File: src/rtl/mem_access_unit.sv
// Load/store stage: word-addressed memory access over a req/ack handshake with byte strobes.
// Optional macro MEM_ACCESS_MISALIGN_SPLIT_EN: word-crossing accesses run as two beats instead of erroring.
module mem_access_unit #(
    parameter int TIMEOUT = 16
) (
    input  logic        clk,
    input  logic        rst_n,
    input  logic        req_valid,
    output logic        req_ready,
    input  logic        req_we,
    input  logic [31:0] req_addr,
    input  logic [31:0] req_wdata,
    input  logic [1:0]  req_wsel,
    input  logic [2:0]  req_rsel,
    output logic        resp_valid,
    output logic [31:0] resp_rdata,
    output logic        resp_err,
    output logic        mem_req,
    output logic        mem_we,
    output logic [31:0] mem_addr,
    output logic [3:0]  mem_wstrb,
    output logic [31:0] mem_wdata,
    input  logic        mem_ack,
    input  logic [31:0] mem_rdata
);

    // state | meaning
    // IDLE  | ready for a request
    // BEAT0 | first (or only) memory beat; error requests pass through here without a beat
    // BEAT1 | second beat of a word-crossing access
    // RESP  | one-cycle response pulse
    typedef enum logic [1:0] {IDLE, BEAT0, BEAT1, RESP} state_t;

    localparam int CW = (TIMEOUT > 1) ? $clog2(TIMEOUT) : 1;

    state_t      state, next_state;
    logic [2:0]  size_d;
    logic        illegal_d, cross_d, err_d;
    logic [3:0]  mask_d, strb_lo_d;
    logic [31:0] wdata_lo_d;
    logic        q_we, q_err;
    logic [1:0]  q_off;
    logic [2:0]  q_rsel;
    logic [CW-1:0] cnt;
    logic        tmo;
    logic [63:0] rd_wide;
    logic [31:0] rd_shift, rd_ext;
`ifdef MEM_ACCESS_MISALIGN_SPLIT_EN
    logic        split_d, q_split;
    logic [3:0]  strb_hi_d, q_strb_hi;
    logic [31:0] wdata_hi_d, q_wdata_hi, q_low;
`endif

    always_comb begin
        size_d    = 3'd4;
        illegal_d = 1'b0;
        if (req_we) begin
            case (req_wsel)
                2'b00:   size_d = 3'd4;
                2'b01:   size_d = 3'd1;
                2'b11:   size_d = 3'd2;
                default: illegal_d = 1'b1;
            endcase
        end else begin
            case (req_rsel)
                3'b000:         size_d = 3'd4;
                3'b001, 3'b011: size_d = 3'd1;
                3'b010, 3'b100: size_d = 3'd2;
                default:        illegal_d = 1'b1;
            endcase
        end
        cross_d    = ({1'b0, req_addr[1:0]} + size_d) > 3'd4;
        mask_d     = (size_d == 3'd4) ? 4'b1111 : (size_d == 3'd2) ? 4'b0011 : 4'b0001;
        strb_lo_d  = 4'(mask_d << req_addr[1:0]);
        wdata_lo_d = 32'(req_wdata << {req_addr[1:0], 3'b000});
`ifdef MEM_ACCESS_MISALIGN_SPLIT_EN
        strb_hi_d  = 4'(({4'b0000, mask_d} << req_addr[1:0]) >> 4);
        wdata_hi_d = 32'(({32'd0, req_wdata} << {req_addr[1:0], 3'b000}) >> 32);
        split_d    = cross_d && !illegal_d;
        err_d      = illegal_d;
`else
        err_d      = illegal_d || cross_d;
`endif
    end

    // Ack in the terminal-count cycle still wins over the timeout.
    assign tmo       = (TIMEOUT != 0) && (cnt == '0) && !mem_ack;
    assign req_ready = (state == IDLE);

    always_comb begin
        next_state = state;
        case (state)
            IDLE:  if (req_valid) next_state = BEAT0;
            BEAT0: begin
                if (q_err) next_state = RESP;
`ifdef MEM_ACCESS_MISALIGN_SPLIT_EN
                else if (mem_ack) next_state = q_split ? BEAT1 : RESP;
`else
                else if (mem_ack) next_state = RESP;
`endif
                else if (tmo) next_state = RESP;
            end
`ifdef MEM_ACCESS_MISALIGN_SPLIT_EN
            BEAT1: if (mem_ack || tmo) next_state = RESP;
`endif
            RESP:    next_state = IDLE;
            default: next_state = IDLE;
        endcase
    end

    always_comb begin
`ifdef MEM_ACCESS_MISALIGN_SPLIT_EN
        rd_wide = (state == BEAT1) ? {mem_rdata, q_low} : {32'd0, mem_rdata};
`else
        rd_wide = {32'd0, mem_rdata};
`endif
        rd_shift = 32'(rd_wide >> {q_off, 3'b000});
        case (q_rsel)
            3'b001:  rd_ext = {{24{rd_shift[7]}}, rd_shift[7:0]};
            3'b010:  rd_ext = {{16{rd_shift[15]}}, rd_shift[15:0]};
            3'b011:  rd_ext = {24'd0, rd_shift[7:0]};
            3'b100:  rd_ext = {16'd0, rd_shift[15:0]};
            default: rd_ext = rd_shift;
        endcase
    end

    always_ff @(posedge clk or negedge rst_n) begin
        if (!rst_n) state <= IDLE;
        else        state <= next_state;
    end

    always_ff @(posedge clk or negedge rst_n) begin
        if (!rst_n) begin
            mem_req    <= 1'b0;
            mem_we     <= 1'b0;
            mem_addr   <= '0;
            mem_wstrb  <= '0;
            mem_wdata  <= '0;
            resp_valid <= 1'b0;
            resp_err   <= 1'b0;
            resp_rdata <= '0;
            q_we       <= 1'b0;
            q_err      <= 1'b0;
            q_off      <= '0;
            q_rsel     <= '0;
            cnt        <= '0;
`ifdef MEM_ACCESS_MISALIGN_SPLIT_EN
            q_split    <= 1'b0;
            q_strb_hi  <= '0;
            q_wdata_hi <= '0;
            q_low      <= '0;
`endif
        end else begin
            resp_valid <= 1'b0;
            resp_err   <= 1'b0;
            case (state)
                IDLE: if (req_valid) begin
                    q_we   <= req_we;
                    q_err  <= err_d;
                    q_off  <= req_addr[1:0];
                    q_rsel <= req_rsel;
                    cnt    <= CW'(TIMEOUT - 1);
`ifdef MEM_ACCESS_MISALIGN_SPLIT_EN
                    q_split    <= split_d;
                    q_strb_hi  <= req_we ? strb_hi_d : 4'b0000;
                    q_wdata_hi <= req_we ? wdata_hi_d : 32'd0;
`endif
                    if (!err_d) begin
                        mem_req   <= 1'b1;
                        mem_we    <= req_we;
                        mem_addr  <= {req_addr[31:2], 2'b00};
                        mem_wstrb <= req_we ? strb_lo_d : 4'b0000;
                        mem_wdata <= req_we ? wdata_lo_d : 32'd0;
                    end
                end
                BEAT0, BEAT1: begin
                    if (next_state == RESP) begin
                        mem_req    <= 1'b0;
                        mem_we     <= 1'b0;
                        mem_wstrb  <= '0;
                        mem_wdata  <= '0;
                        resp_valid <= 1'b1;
                        resp_err   <= q_err || !mem_ack;
                        resp_rdata <= (q_err || !mem_ack || q_we) ? 32'd0 : rd_ext;
`ifdef MEM_ACCESS_MISALIGN_SPLIT_EN
                    end else if (next_state == BEAT1) begin
                        q_low     <= mem_rdata;
                        mem_addr  <= mem_addr + 32'd4;
                        mem_wstrb <= q_strb_hi;
                        mem_wdata <= q_wdata_hi;
                        cnt       <= CW'(TIMEOUT - 1);
`endif
                    end else if (cnt != '0) begin
                        cnt <= cnt - 1'b1;
                    end
                end
                default: ;
            endcase
        end
    end

endmodule

File: config.mk
export PLATFORM = sky130hd
export DESIGN_NAME = mem_access_unit
export DESIGN_NICKNAME = d
export VERILOG_FILES = /design/src/rtl/mem_access_unit.sv
export SDC_FILE = /design/constraint.sdc
export NUM_CORES = 1
export LEC_CHECK = 0
export BUFFER_PORTS_ARGS = -buffer_cell sky130_fd_sc_hd__buf_4
export CORE_UTILIZATION = 33
export CTS_CLUSTER_DIAMETER = 40
export DETAILED_ROUTE_END_ITERATION = 12
export GPL_ROUTABILITY_DRIVEN = 0
export PLACE_DENSITY = 0.55
export RECOVER_POWER = 25
export SYNTH_ARGS = -nofsm -noshare
export SYNTH_HDL_FRONTEND = slang
export SYNTH_SLANG_ARGS = --single-unit
File: constraint.sdc
create_clock -name clk -period 2.9 [get_ports clk]
set_input_delay 0.29 -clock clk [delete_from_list [all_inputs] [get_ports clk]]
set_output_delay 0.29 -clock clk [all_outputs]
set_load 0.03 [all_outputs]
**Yosys cells after proc, flatten, opt, wreduce, memory -nomap -nowiden**

Cells that the tools add are included.
Widths: inputs -> output; s select.

- Register bits after elaboration: 115
- Input bits: 106
- Memory bits (writable): 0
- Latch bits: 0
- Memories: 0
- Bits in read-only memories: 0
- Output and inout bits: 105

- Multiplexer cells: 40
- Shifts and indexed selects: 3
- Bitwise gates (word level): 1
- Equal/unequal tests: 20
- Div/mod/pow operators: 0
- Reductions and logical operators: 21
- Magnitude comparators: 1
- Multiply operators: 0
- Add/subtract/negate cells: 2

Operators with widths:

| operator | number |
|---|---|
| $mux 32 | 5 |
| $pmux 32 s4 | 1 |
| $pmux 32 s2 | 1 |
| $mux 4 | 8 |
| $shl 32x5->32 | 1 |
| $shr 32x5->32 | 1 |
| $pmux 4 s2 | 2 |
| $eq 3x2->1 const B | 5 |
| $mux 1 | 12 |
| $pmux 3 s2 | 2 |
| $mux 2 | 5 |
| $ne 2x2->1 const B | 5 |
| $eq 3x3->1 const B | 3 |
| $reduce_and 4->1 | 2 |
| $eq 2x2->1 const B | 3 |
| $eq 3x1->1 const B | 2 |
| $reduce_or 2->1 | 3 |
| $reduce_or 5->1 | 1 |
| $eq 2x1->1 const B | 2 |
| $logic_not 2->1 | 2 |
| $logic_not 4->1 | 1 |
| $pmux 1 s2 | 2 |
| $pmux 2 s2 | 1 |
| $reduce_and 2->1 | 2 |
| other kinds (14) | 16 |

**Logic depth before layout (Yosys ltp)**

- Depth after elaboration: 12
- Gate-level depth with buffers: 12
- Depth with buffers taken out: 10

**Worst setup path after synthesis**

OpenSTA, ideal clock, no wires.

- Kind: input port to flip-flop
- From: input req_we
- To: register mem_addr[10]
- Required time: 2.775 ns
- Setup time: 0.125 ns
- Buffers on the path: 2
- Setup slack: 0.062 ns
- Stages on the path: 12
- Arrival time: 2.713 ns
- Path through: buf_2 > nor2_1 > a32oi_1 > inv_1 > ha_1 > fa_1 > nor2_1 > or2_2 > mux2i_1 > nor3_2 > buf_2 > mux2_2

- Word-level cells in the longest chain between the ends: 6
- Elaborated cells on any way between the ends: 7
- Classes of those cells: add/sub: 1; order compare: 1; mux: 2; bitwise: 1; reduce/logical: 2

RTL lines:

| element | line | source |
|---|---|---|
| start: declaration | 10 | `input logic req_we,` |
| $mux 3 | 57 | `if (req_we) begin` |
| $add 2x3->3 | 72 | `cross_d = ({1'b0, req_addr[1:0]} + size_d) > 3'd4;` |
| $gt 3x3->1 | 72 |  |
| $logic_or 1x1->1 (*) | 82 | `err_d = illegal_d \|\| cross_d;` |
| $not 1->1 (no source line) (*) | - |  |
| $reduce_and 3->1 (no source line) (*) | - |  |
| end signal: assignment | 171 | `mem_addr <= {req_addr[31:2], 2'b00};` |
| end: declaration | 20 | `output logic [31:0] mem_addr,` |

Every way passes the cells marked *; elsewhere a longest branch is shown, timed or not.
A chain may end at the register's enable or synchronous reset.

**Worst setup path in the final report**

- From: register state[1]
- To: register resp_rdata[16]

- Word-level cells in the longest chain between the ends: 6
- Elaborated cells on any way between the ends: 11
- Classes of those cells: eq/ne: 3; mux: 5; reduce/logical: 3

RTL lines:

| element | line | source |
|---|---|---|
| start: declaration | 36 | `state_t state, next_state;` |
| start signal: assignment | 129 | `else state <= next_state;` |
| $mux 2 | 101 | `else if (tmo) next_state = RESP;` |
| $mux 2 | 99 | `else if (mem_ack) next_state = RESP;` |
| $mux 2 | 95 | `if (q_err) next_state = RESP;` |
| $pmux 2 s2 (*) | 92 | `case (state)` |
| via next_state[1] | 36 |  |
| $eq 2x2->1 (*) | 177 | `if (next_state == RESP) begin` |
| $reduce_and 2->1 (no source line) (*) | - |  |
| end signal: assignment | 184 | `resp_rdata <= (q_err \|\| !mem_ack \|\| q_we) ? 32'd0 : rd_ext;` |
| end: declaration | 16 | `output logic [31:0] resp_rdata,` |

The timed path passes the listed nets; every way through them passes the cells marked *.

==> key figures <==
Clock network
  – CTS tree: built
  – CTS sink count: 115
  – Num CTS Buffers: 17
  – Post-cts resize count: 0
  – CTS root buf: clkbuf_16
  – Clock buffer depth: 2
  – Clock-pin transition on the worst setup and hold timing paths: 0.06 ns
  – H-tree Lvls: 4
  – Worst skew pair latency: 0.41 ns

GRT
  – Grt ovf: 0
  – Total track usage: 20.4%
  – Largest net degree at the start of global routing: 56
  – Initial antenna violation count: 0
  – First-pass GRT wire length: 27900 microns
  – Number of global-route vias before repair: 5026

Logic synthesis
  – Register area share after synthesis: 50.4%
  – Post-synth cell types: 48
  – Post-synth EDFFs: 0
  – Area leader, netlist: dfrtp_1
  – Post-Syn Area: 0.00571 sq mm
  – Post-synth top area share: 50.4%
  – Post-Syn Instances: 516
  – Mapped Avg Cell Area: 11.1 sq um
  – Yosys warns: 0
  – Number of synthesized register bits: 115
  – Share of flip-flops with an asynchronous set or reset: 100%
  – Area contributors post-synth: dfrtp_1, mux2_2, mux2i_1, o21ai_0, nand2_1
  – Most common flop cell mapped by yosys: dfrtp_1

Setup path
  – Worst path cell trace: inv_1, ha_1, and3b_1, o22a_1, nand3_1, a211oi_2, a22o_1
  – Worst reg-to-reg setup slack: 0.45 ns
  – Critical path buffers and inverters: 1
  – CP startpoint kind: flop
  – Critical Path RT: 3.24 ns
  – Worst Path Max Fanout: 12
  – Crit. End Element: flop
  – Crit-path slowest cell: a211oi_2
  – Delay of the slowest critical-path stage: 0.56 ns
  – Top delay family on crit path: compound AO/OA/AOI/OAI gates
  – Crit Path Class: flop to flop
  – Crit path arrival time: 2.79 ns

Power and ir drop
  – Leak: 0.00384 uW
  – Design Power: 9210 uW
  – Pwr Density: 1150 mW/mm^2
  – Peak VDD IR: 0.000499 V

Detailed routing
  – WL final: 17600 microns
  – Mean routed wirelength per cell: 18.3 microns
  – M1 WL: 7630 microns
  – Routed met3 length: 1120 microns
  – DRC viols: 0
  – Via count: 4910
  – ANT nets after route: 0
  – Wire length on met2: 8540 microns
  – Top sig layer: met4
  – Vias per Instance: 5.11
  – Initial DRC Count: 286
  – Drt pass-1 iters: 5

Placement
  – Number of placed instances with taps included: 927
  – Detailed Place HPWL: 13100 microns
  – Port bufs: 208

Timing
  – Clk_skew: 0.0161 ns
  – Slew HR: 2.05%
  – Final setup violation count: 0
  – Peak Freq: 408 MHz
  – Pins Over Slew Limit: 0
  – Tcrit/Tclk final: 84.6%
  – Slew @ Worst Pin: 1.47 ns
  – Hold slack: 0.110 ns
  – Tmin final: 2.45 ns
  – Setup TNS: 0 ns
  – Final Hold Viols: 0
  – RSZ-0062 raised after global routing: no

Floorplanning
  – Starting Density: 34.1%
  – DIE HEIGHT: 134 microns
  – Die width: 134 microns
  – DIE AREA: 0.0178 sq mm
  – Cell row count: 47
  – Ports: 211
  – Core box area: 0.0168 sq mm

Final layout
  – Layout area overhead: 40.9%
  – Final Core Density: 48.0%
  – Layout cell share with drive strength beyond 1: 38.9%
  – # diodes: 0
  – Most frequent cells in the layout: buf_4, dfrtp_1, nand2_1, o21ai_0, mux2_2
  – Most common cell after layout, fill and taps aside: buf_4
  – Final nets: 839
  – Fin cells: 960

Outcome
  – Outcome: complete, no violations

Run
  – Number of max-cap violations: 0

Hold path
  – Worst min-delay path class: primary input to flop
-- registers in the layout, indices dropped and copies added (netlist names) --
name,cells
q_we,1
q_off,2
q_rsel,3
mem_wdata,32
q_err,1
resp_valid,1
state,2
mem_addr,30
cnt,4
mem_we,1
resp_err,1
mem_wstrb,4
mem_req,1
resp_rdata,32
-- final timing paths --
| path | startpoint | to | cells after the start |
|---|---|---|---|
| min in group asynchronous | rst_n | q_we$_DFFE_PN0P_ | 2 |
| min | req_addr[10] | mem_addr[10]$_DFFE_PN0P_ | 2 |
| max reg2reg | state[1]$_DFF_PN0_ | resp_rdata[16]$_DFFE_PN0P_ | 7 |
| max in group asynchronous | rst_n | mem_addr[26]$_DFFE_PN0P_ | 3 |
| min reg2reg | resp_rdata[27]$_DFFE_PN0P_ | resp_rdata[27]$_DFFE_PN0P_ | 2 |
| max | state[1]$_DFF_PN0_ | resp_rdata[16]$_DFFE_PN0P_ | 7 |
-- power breakdown --
part           switching, uW  internal [uW]
sequential               461           2260
clock                    730           1390
combinational           2730           1640
total                   3930           5280
-- layer usage --
layer  track usage [%]  vias to the layer above
met5                 0                        -
met4              6.94                        0
met3              6.05                       20
met2              32.3                      173
met1              26.6                     2420
li1                  -                     2297
-- what timing repair did --
item / 4_1_cts / 5_1_grt
endpoints found under the setup margin: 0 / 0
endpoints found under the hold margin: 52 / 0
hold buffers: 1 / 0
buffers inserted: 0 / 0
-- worst reg2reg max path, delay by kind of cell (launching register included) --
kind | cells | cell delay [ns]
compound gates | 3 | 1.06
simple gates | 2 | 0.43
fa+ha+maj | 1 | 0.40
flops | 1 | 0.39
buf+inv | 1 | 0.09
-- final cells by class --
type / instances / area [sq um]
Sequential cell: 115 / 2880
Tap cell: 220 / 275
Clock inverter: 10 / 131
Timing Repair Buffer: 227 / 1610
Fill cell: 1585 / 8720
Multi-Input combinational cell: 356 / 2640
Clock buffer: 22 / 464
Inverter: 10 / 37.5
-- logic make-up (layout without fill, tap and decap cells) --
group	Yosys count	count (layout)	share of synthesized area, %
AOI/OAI and AO/OA	153	153	19.4
xor gates and xnor gates	3	3	0.461
adders and majority gates	6	6	1.45
buffers and inverters	46	269	3.66
DFF	115	115	50.4
muxes	80	80	15.2
other	1	2	0.0657
and+or+nand+nor	112	112	9.32
-- through the flow --
stage | instance area [sq um] | setup slack [ns]
global route | 8040 | 0.220
detailed placement | 7550 | 0.0964
CTS | 8160 | 0.458
global placement | 7550 | 0.151
finish | 8040 | 0.447
floorplan | 5710 | 0.0620
-- Yosys cell counts (all sizes together) (11+ instances only) --
| cell type | instances |
|---|---|
| a21oi | 21 |
| a22o | 25 |
| buf | 17 |
| clkbuf | 19 |
| dfrtp | 115 |
| mux2 | 45 |
| mux2i | 34 |
| nand2 | 62 |
| nor2 | 11 |
| nor2b | 13 |
| o21ai | 59 |
| o2bb2ai | 11 |
Note: power is estimated with default switching activity, not from simulation.
